### config.mk
export PLATFORM = sky130hd
export DESIGN_NAME = digit_serial_alu
export DESIGN_NICKNAME = d
export VERILOG_FILES = /design/src/rtl/alu_pkg.sv /design/src/rtl/digit_slice.sv /design/src/rtl/digit_serial_alu.sv
export SDC_FILE = /design/constraint.sdc
export NUM_CORES = 1
export LEC_CHECK = 0
export ABC_AREA = 1
export BUFFER_PORTS_ARGS = -buffer_cell sky130_fd_sc_hd__buf_2
export CAP_MARGIN = 20
export CORE_MARGIN = 3
export CORE_UTILIZATION = 36
export CTS_BUF_LIST = sky130_fd_sc_hd__clkbuf_16
export DETAILED_ROUTE_END_ITERATION = 7
export PLACE_DENSITY = 0.57
export SETUP_SLACK_MARGIN = 0.05
export SLEW_MARGIN = 20
export SYNTH_ARGS = -nofsm -noshare
export SYNTH_HDL_FRONTEND = slang
export SYNTH_SLANG_ARGS = --single-unit
### constraint.sdc
create_clock -name clk -period 15.92 [get_ports clk]
set_clock_uncertainty 0.2 [all_clocks]
set_input_delay 3.184 -clock clk [delete_from_list [all_inputs] [get_ports clk]]
set_output_delay 3.184 -clock clk [all_outputs]
set_load 0.05 [all_outputs]
### src/rtl/alu_pkg.sv
// Shared encodings for the digit-serial ALU: operation codes, FSM states and
// bit positions inside the readback flags byte.
package alu_pkg;

    localparam logic [1:0] OP_ADD  = 2'd0;
    localparam logic [1:0] OP_SUB  = 2'd1;
    localparam logic [1:0] OP_NAND = 2'd2;
    localparam logic [1:0] OP_XOR  = 2'd3;

    typedef enum logic [1:0] {
        S_IDLE = 2'd0,
        S_RUN  = 2'd1,
        S_DONE = 2'd2
    } state_t;

    localparam int FLAG_CARRY = 0;
    localparam int FLAG_ZERO  = 1;

endpackage

### src/rtl/digit_slice.sv
// One DIGIT-bit combinational slice: ripple-carry add/subtract or a bitwise
// logic op. For logic ops the carry passes straight through.
module digit_slice
    import alu_pkg::*;
#(
    parameter int DIGIT = 4
) (
    input  logic [DIGIT-1:0] i_a,
    input  logic [DIGIT-1:0] i_b,
    input  logic             i_cin,
    input  logic [1:0]       i_op,
    output logic [DIGIT-1:0] o_r,
    output logic             o_cout
);

    logic [DIGIT-1:0] w_bx;

    // NOTE: every output gets a default before the case so no path can infer a latch.
    always_comb begin : slice_logic
        logic w_c;
        w_bx   = (i_op == OP_SUB) ? ~i_b : i_b;
        w_c    = i_cin;
        o_r    = '0;
        o_cout = i_cin;
        case (i_op)
            OP_ADD, OP_SUB: begin
                for (int i = 0; i < DIGIT; i++) begin
                    o_r[i] = i_a[i] ^ w_bx[i] ^ w_c;
                    w_c    = (i_a[i] & w_bx[i]) | (w_c & (i_a[i] ^ w_bx[i]));
                end
                o_cout = w_c;
            end
            OP_NAND: o_r = ~(i_a & i_b);
            default: o_r = i_a ^ i_b;
        endcase
    end

endmodule

### src/rtl/digit_serial_alu.sv
// Digit-serial ALU test vehicle: byte-wise operand load, LSB-digit-first
// multi-cycle compute with start/busy/done, registered byte-wise readback.
module digit_serial_alu
    import alu_pkg::*;
#(
    parameter int WIDTH = 32,
    parameter int DIGIT = 4
) (
    input  logic                              clk,
    input  logic                              rst,
    input  logic [7:0]                        data_in,
    input  logic                              wr_en,
    input  logic [$clog2(2*(WIDTH/8))-1:0]    wr_sel,
    input  logic [1:0]                        op,
    input  logic                              start,
    input  logic [$clog2(WIDTH/8+1)-1:0]      rd_sel,
    output logic [7:0]                        data_out,
    output logic                              busy,
    output logic                              done
);

    localparam int NBYTES = WIDTH / 8;
    localparam int NDIG   = WIDTH / DIGIT;
    localparam int WSEL_W = $clog2(2*NBYTES);
    localparam int RSEL_W = $clog2(NBYTES+1);
    localparam int CNT_W  = (NDIG > 1) ? $clog2(NDIG) : 1;

    state_t             r_state, w_state_nxt;
    logic [WIDTH-1:0]   r_a, r_b, r_wa, r_wb, r_res;
    logic [1:0]         r_op;
    logic               r_carry, r_zero, r_zero_acc;
    logic [CNT_W-1:0]   r_cnt;
    logic [7:0]         r_dout;

    logic               w_not_run, w_launch, w_wr_ok, w_last, w_dzero;
    logic [DIGIT-1:0]   w_r;
    logic               w_cout;
    logic [WIDTH+DIGIT-1:0] w_res_cat;
    logic [7:0]         w_rd_byte;

    assign w_not_run = (r_state != S_RUN);
    assign w_launch  = start & w_not_run;
    // A simultaneous start takes priority, so the write is dropped.
    assign w_wr_ok   = wr_en & w_not_run & ~start
                     & ({1'b0, wr_sel} < (WSEL_W+1)'(2*NBYTES));
    assign w_last    = (r_cnt == CNT_W'(NDIG-1));
    assign w_dzero   = (w_r == '0);
    assign w_res_cat = {w_r, r_res};

    digit_slice #(.DIGIT(DIGIT)) u_slice (
        .i_a    (r_wa[DIGIT-1:0]),
        .i_b    (r_wb[DIGIT-1:0]),
        .i_cin  (r_carry),
        .i_op   (r_op),
        .o_r    (w_r),
        .o_cout (w_cout)
    );

    always_comb begin
        w_state_nxt = r_state;
        busy        = (r_state == S_RUN);
        done        = (r_state == S_DONE);
        case (r_state)
            S_IDLE: if (start) w_state_nxt = S_RUN;
            S_RUN:  if (w_last) w_state_nxt = S_DONE;
            S_DONE: begin
                if (start)        w_state_nxt = S_RUN;
                else if (w_wr_ok) w_state_nxt = S_IDLE;
            end
            default: w_state_nxt = S_IDLE;
        endcase
    end

    // NOTE: sequential state uses non-blocking assignments so every register samples pre-edge values.
    always_ff @(posedge clk or posedge rst) begin
        if (rst) r_state <= S_IDLE;
        else     r_state <= w_state_nxt;
    end

    always_ff @(posedge clk or posedge rst) begin
        if (rst) begin
            r_a        <= '0;
            r_b        <= '0;
            r_wa       <= '0;
            r_wb       <= '0;
            r_res      <= '0;
            r_op       <= OP_ADD;
            r_carry    <= 1'b0;
            r_zero     <= 1'b0;
            r_zero_acc <= 1'b0;
            r_cnt      <= '0;
        end else if (w_launch) begin
            r_op       <= op;
            r_wa       <= r_a;
            r_wb       <= r_b;
            r_res      <= '0;
            r_carry    <= (op == OP_SUB);
            r_zero_acc <= 1'b1;
            r_cnt      <= '0;
        end else if (r_state == S_RUN) begin
            r_wa       <= r_wa >> DIGIT;
            r_wb       <= r_wb >> DIGIT;
            r_res      <= w_res_cat[WIDTH+DIGIT-1:DIGIT];
            r_carry    <= w_cout;
            r_zero_acc <= r_zero_acc & w_dzero;
            r_cnt      <= r_cnt + 1'b1;
            if (w_last) r_zero <= r_zero_acc & w_dzero;
        end else if (w_wr_ok) begin
            for (int k = 0; k < NBYTES; k++) begin
                if (wr_sel == WSEL_W'(k))        r_a[k*8 +: 8] <= data_in;
                if (wr_sel == WSEL_W'(k+NBYTES)) r_b[k*8 +: 8] <= data_in;
            end
        end
    end

    always_comb begin
        w_rd_byte = '0;
        for (int k = 0; k < NBYTES; k++)
            if (rd_sel == RSEL_W'(k)) w_rd_byte = r_res[k*8 +: 8];
        if (rd_sel == RSEL_W'(NBYTES)) begin
            w_rd_byte[FLAG_CARRY] = r_carry;
            w_rd_byte[FLAG_ZERO]  = r_zero;
        end
    end

    always_ff @(posedge clk or posedge rst) begin
        if (rst) r_dout <= '0;
        else     r_dout <= w_rd_byte;
    end

    assign data_out = r_dout;

endmodule

---- Word-level counts from Yosys, hierarchy flattened ----
Cells that the tools add are included.
word-level totals
  flip-flop bits (word level) ............. 178
  bits in latches ......................... 0
  memory bits (writable) .................. 0
  memory bits (read-only) ................. 0
  bits of input ports ..................... 20
  output and inout port bits .............. 10
  word-level logic and storage cells ...... 115
  memories ................................ 0
operators by class
  add/sub/neg operators ................... 1
  multiply operators ...................... 0
  divide/modulo/power cells ............... 0
  order comparisons ....................... 0
  equal/unequal tests ..................... 21
  shift-type cells ........................ 0
  multiplexer cells ....................... 25
  bitwise logic cells ..................... 31
  reductions and logical operators ........ 19
operators by type and width
  kind                  count
  $mux W32              6
  $mux W8               4
  $reduce_and A4 Y1     8
  $eq A3 B3 Y1 const B  6
  $and A1 B1 Y1         12
  $eq A3 B2 Y1 const B  4
  $mux W2               5
  $not A4 Y4            2
  $pmux W4 S2           1
  $xor A1 B1 Y1         8
  $eq A2 B1 Y1 const B  3
  $eq A3 B1 Y1 const B  2
  $logic_not A3 Y1      2
  $mux W3               2
  $pmux W2 S3           1
  $reduce_and A3 Y1     2
  $mux W1               5
  $and A4 B4 Y4         1
  $eq A2 B2 Y1 const B  2
  $logic_not A2 Y1      2
  $logic_not A4 Y1      1
  $mux W4               1
  $ne A2 B1 Y1 const B  2
  $or A1 B1 Y1          4
  8 further kinds       11

---- Logic depth before layout (Yosys ltp) ----
  depth in word-level cells ............... 15
  gate-level depth with buffers ........... 17
  mapped depth without buffers ............ 16

---- Hierarchy ----
A second synthesis with hierarchy kept.
second synthesis, totals
  cell total of the unflattened synthesis .. 843
  area total of the unflattened synthesis .. 7,587.3 um2
by module, submodules not included
  module            instances  cells an instance  area each (um2)  sequential area each (um2)
  digit_serial_alu  1          785                7,238.2          4,454.3
  digit_slice       1          58                 349.1            0.0

---- Worst setup path after synthesis ----
Ideal clock, no wire load.
  path kind ............................... register -> output
  start point ............................. reg r_state[1]
  end point ............................... out busy
  data arrival time ....................... 1.293 ns
  data required time ...................... 12.536 ns
  path slack .............................. 11.243 ns
  stages on the path, launching flop included .. 3
  buffers on the path ..................... 1
  path through ............................ dfrtp_1 > nor2_8 > clkbuf_1
between the ends
  longest elaborated chain between the ends .. 1
RTL lines
  item                    line                    RTL
  start, declared         digit_serial_alu.sv:28  state_t r_state, w_state_nxt;
  start signal, assigned  digit_serial_alu.sv:77  else r_state <= w_state_nxt;
  $eq A2 B1 Y1            digit_serial_alu.sv:61  busy = (r_state == S_RUN);
  end, declared           digit_serial_alu.sv:18  output logic busy,
Every way passes these cells.

---- Worst setup path after layout ----
Ends and elaborated chain as after synthesis.

==> metrics.csv <==
stage,metric,value,unit
clock_network,post_cts_buffers,0,
clock_network,numCtsBuffers,17,
yosys,synthTopCellsByArea,"dfrtp_1 (59%), nand2_1 (11%), inv_1 (6.3%), o221ai_1 (4.0%), o21ai_0 (3.9%)",
placed_design,gp_congestion,0.740,
final_layout,num-fill-cells,2034,
detailed_routing,drc,0,
detailed_routing,avgRoutedWirePerCell,15.6,um
yosys,synth_cell_types,30,
worst_setup_path,cp-start-kind,flop,
placed_design,io_buffers,29,
yosys,synth_top_area_share,58.6,%
yosys,synthesis.nets,838,
floorplan,num_io_pins,30,
timing,fmax,0.193,GHz
clock_network,htree_levels,4,
yosys,ys_ff_latch,178,
worst_setup_path,required,12.54,ns
final_layout,stdcell_count,1098,
final_layout,final_nets,847,
floorplan,die_w,151,um
timing,tns,0,ns
final_layout,syn_to_final_growth,12.8,%
worst_setup_path,regToRegSetupSlack,12.51,ns
detailed_routing,routed_wl,17100,um
detailed_routing,via_count,5436,
pwr,power_frac_seq,42.1,%
pwr,clock_power_share,28.0,%
worst_setup_path,worstSetupEndpointType,primary output,
floorplan,die_h,151,um
flow_run,maxCapViolCount,0,
floorplan,rows,52,
floorplan,coreArea,20500,um^2
timing,worstMarginPinSlew,0.924,ns
floorplan,initial_utilization,37.1,%
worst_setup_path,worstPathArrival,1.79,ns
yosys,synth-async-reset-ratio,100,%
worst_setup_path,cp_max_fo,37,
clock_network,cts_tree,yes,
worst_setup_path,reg2reg_depth,16,
timing,setup_viol,0,
pwr,p_leak,4.06,nW
final_layout,multiInputGateArea,2450,um^2
worst_setup_path,crit_start,r_state[1],
pwr,switchingPower,0.000590,W
global_route,grt-ovfl-total,0,
worst_setup_path,crit_end,busy,
placed_design,dp_hpwl,10200,um
global_route,grt_usage,16.1,%
yosys,synth_ff_type,dfrtp_1,
final_layout,regArea,4450,um^2
yosys,postSynthAreaPerCell,9.41,um^2
yosys,netlist_instances,808,
timing,final.period_utilization,32.5,%
hold_path,hold_class,reg -> reg,
detailed_routing,drt-initial-drc-count,415,
global_route,antenna_found_initial,0,
pwr,pwr-share-comb,30.0,%
pwr,ir_drop,0.0000817,V
timing,rsz0062_at_grt,no,
yosys,syn_area,7600,um^2
clock_network,clkTransAtPathRegs,0.07,ns
yosys,synth-edff-count,0,
worst_setup_path,regToRegStartpoint,r_op[1],
global_route,grt_max_degree,115,
yosys,ys_warn_count,0,
worst_setup_path,critical_path_class,reg -> out,
timing,slew_headroom,38.2,%
clock_network,numClockSinks,178,
timing,finalHoldViolCount,0,
timing,maxSlewViolCount,0,
yosys,synth_top_area_cell,dfrtp_1,
placed_design,place_inst,1068,
timing,fin_crit,5.17,ns
detailed_routing,dr.pass1.iters,4,
clock_network,hold_buffers,0,
floorplan,die-area,22900,um^2
clock_network,cts_root_buf,clkbuf_16,
clock_network,insertion_delay,0.42,ns
detailed_routing,viasPerCell,4.95,
pwr,p_sw_share,34.8,%
clock_network,cts_max_path_buffers,2,
pwr,p_per_area,198,nW/um^2
pwr,p_int,0.00110,W
timing,hold_ws,0.274,ns
global_route,grt_pass1_vias,5323,
yosys,seq_area_frac_synth,58.6,%
detailed_routing,ant_nets,0,
clock_network,ctsResizeCount,0,
global_route,grt_pass1_wl,28800,um
final_layout,drive_gt1_share,9.54,%
worst_setup_path,r2r-end,r_zero_acc,
run_status,outcome,"complete, no violations",
final_layout,antennaDiodeCount,0,
[cell families (layout without fill, tap and decap cells)]
group	count (synthesis)	count (layout)	share of synthesized area [%]
AOI/OAI and AO/OA	182	182	15.2
adders and majority gates	10	10	2.04
buffers and inverters	175	195	9.18
and+or+nand+nor	259	259	14.5
DFF	178	178	58.6
xor gates and xnor gates	4	4	0.461
[stage by stage]
step	util (%)	setup slack, ns	cell area, um^2	total power (W)
final	41.9	10.75	8580	0.00169
after global routing	41.9	10.64	8580	0.00183
after CTS	41.8	10.71	8580	0.00171
after detailed placement	38.6	10.57	7920	0.00123
after global placement	38.6	10.61	7920	0.00122
after floorplan	-	7.71	7600	0.00110
[metal layers]
layer	part of all wire, %	global-route usage (%)
met2	46	24.9
met4	0.76	3.76
met1	49	23.4
met5	0	0
met3	3.3	3.23
[cells in the mapped netlist, types with 6 or more instances]
master / instances
o21ai_0: 59
nand3_1: 17
buf_2: 12
inv_1: 128
o221ai_1: 35
dfrtp_1: 178
clkbuf_1: 24
a21oi_1: 8
nand2_1: 213
nor2_1: 13
o22ai_1: 46
o21ai_1: 13
o211ai_1: 19
ha_1: 6
[layout by cell type, fill, tap and decap left out]
| master | count |
|---|---|
| a21oi_1 | 8 |
| a22o_1 | 2 |
| buf_2 | 29 |
| buf_4 | 4 |
| bufinv_16 | 6 |
| clkbuf_16 | 17 |
| clkinv_1 | 1 |
| clkinv_4 | 2 |
| dfrtp_1 | 178 |
| fa_1 | 4 |
| ha_1 | 6 |
| inv_1 | 128 |
| inv_2 | 4 |
| inv_6 | 3 |
| inv_8 | 1 |
| nand2_1 | 213 |
| nand2_4 | 1 |
| nand3_1 | 17 |
| nand3b_1 | 1 |
| nand4_1 | 1 |
| nor2_1 | 13 |
| nor2_2 | 3 |
| nor2_4 | 4 |
| nor2_8 | 2 |
| nor3_1 | 1 |
| nor3_4 | 2 |
| o211ai_1 | 19 |
| o21ai_0 | 59 |
| o21ai_1 | 13 |
| o221ai_1 | 35 |
| o22ai_1 | 46 |
| or2_2 | 1 |
| xor2_1 | 4 |
[final cells by class]
class	count	area share, %
inverter	132	5.86
clock inverter	13	2.70
clock buffer	17	4.96
multi-input combinational	455	28.6
tap	270	3.94
sequential	178	51.9
timing repair buffer	33	2.04
[worst max-delay path, stage by stage, from the launching register on]
cell and delay (ns):
dfrtp_1 0.44, nor2_8 0.12, buf_4 0.43, buf_2 0.36
[worst min-delay path by stage]
stage | startpoint | end | slack [ns] | cells after the start
after floorplan | r_a[18] | r_wa[18] | 0.25 | 2
after CTS | r_res[27] | data_out[3] | 0.27 | 2
after global placement | r_a[22] | r_wa[22] | 0.26 | 2
after detailed placement | r_res[27] | data_out[3] | 0.26 | 2
after global routing | r_res[20] | data_out[4] | 0.30 | 2
final | r_res[27] | data_out[3] | 0.27 | 2
[power groups by stage]
stage / combinational (W) / clock [W] / sequential (W)
final: 0.000507 / 0.000474 / 0.000713
after global routing: 0.000590 / 0.000505 / 0.000736
after CTS: 0.000515 / 0.000484 / 0.000714
after detailed placement: 0.000511 / 0 / 0.000722
after global placement: 0.000501 / 0 / 0.000718
after floorplan: 0.000387 / 0 / 0.000718
[state kept, by name, summed over array words and instances (netlist names), 2 cells and up]
name / flops
r_wb: 32
r_op: 2
data_out: 8
r_wa: 32
r_b: 32
r_res: 32
r_state: 2
r_cnt: 3
r_a: 32
Note: power is estimated with default switching activity, not from simulation.
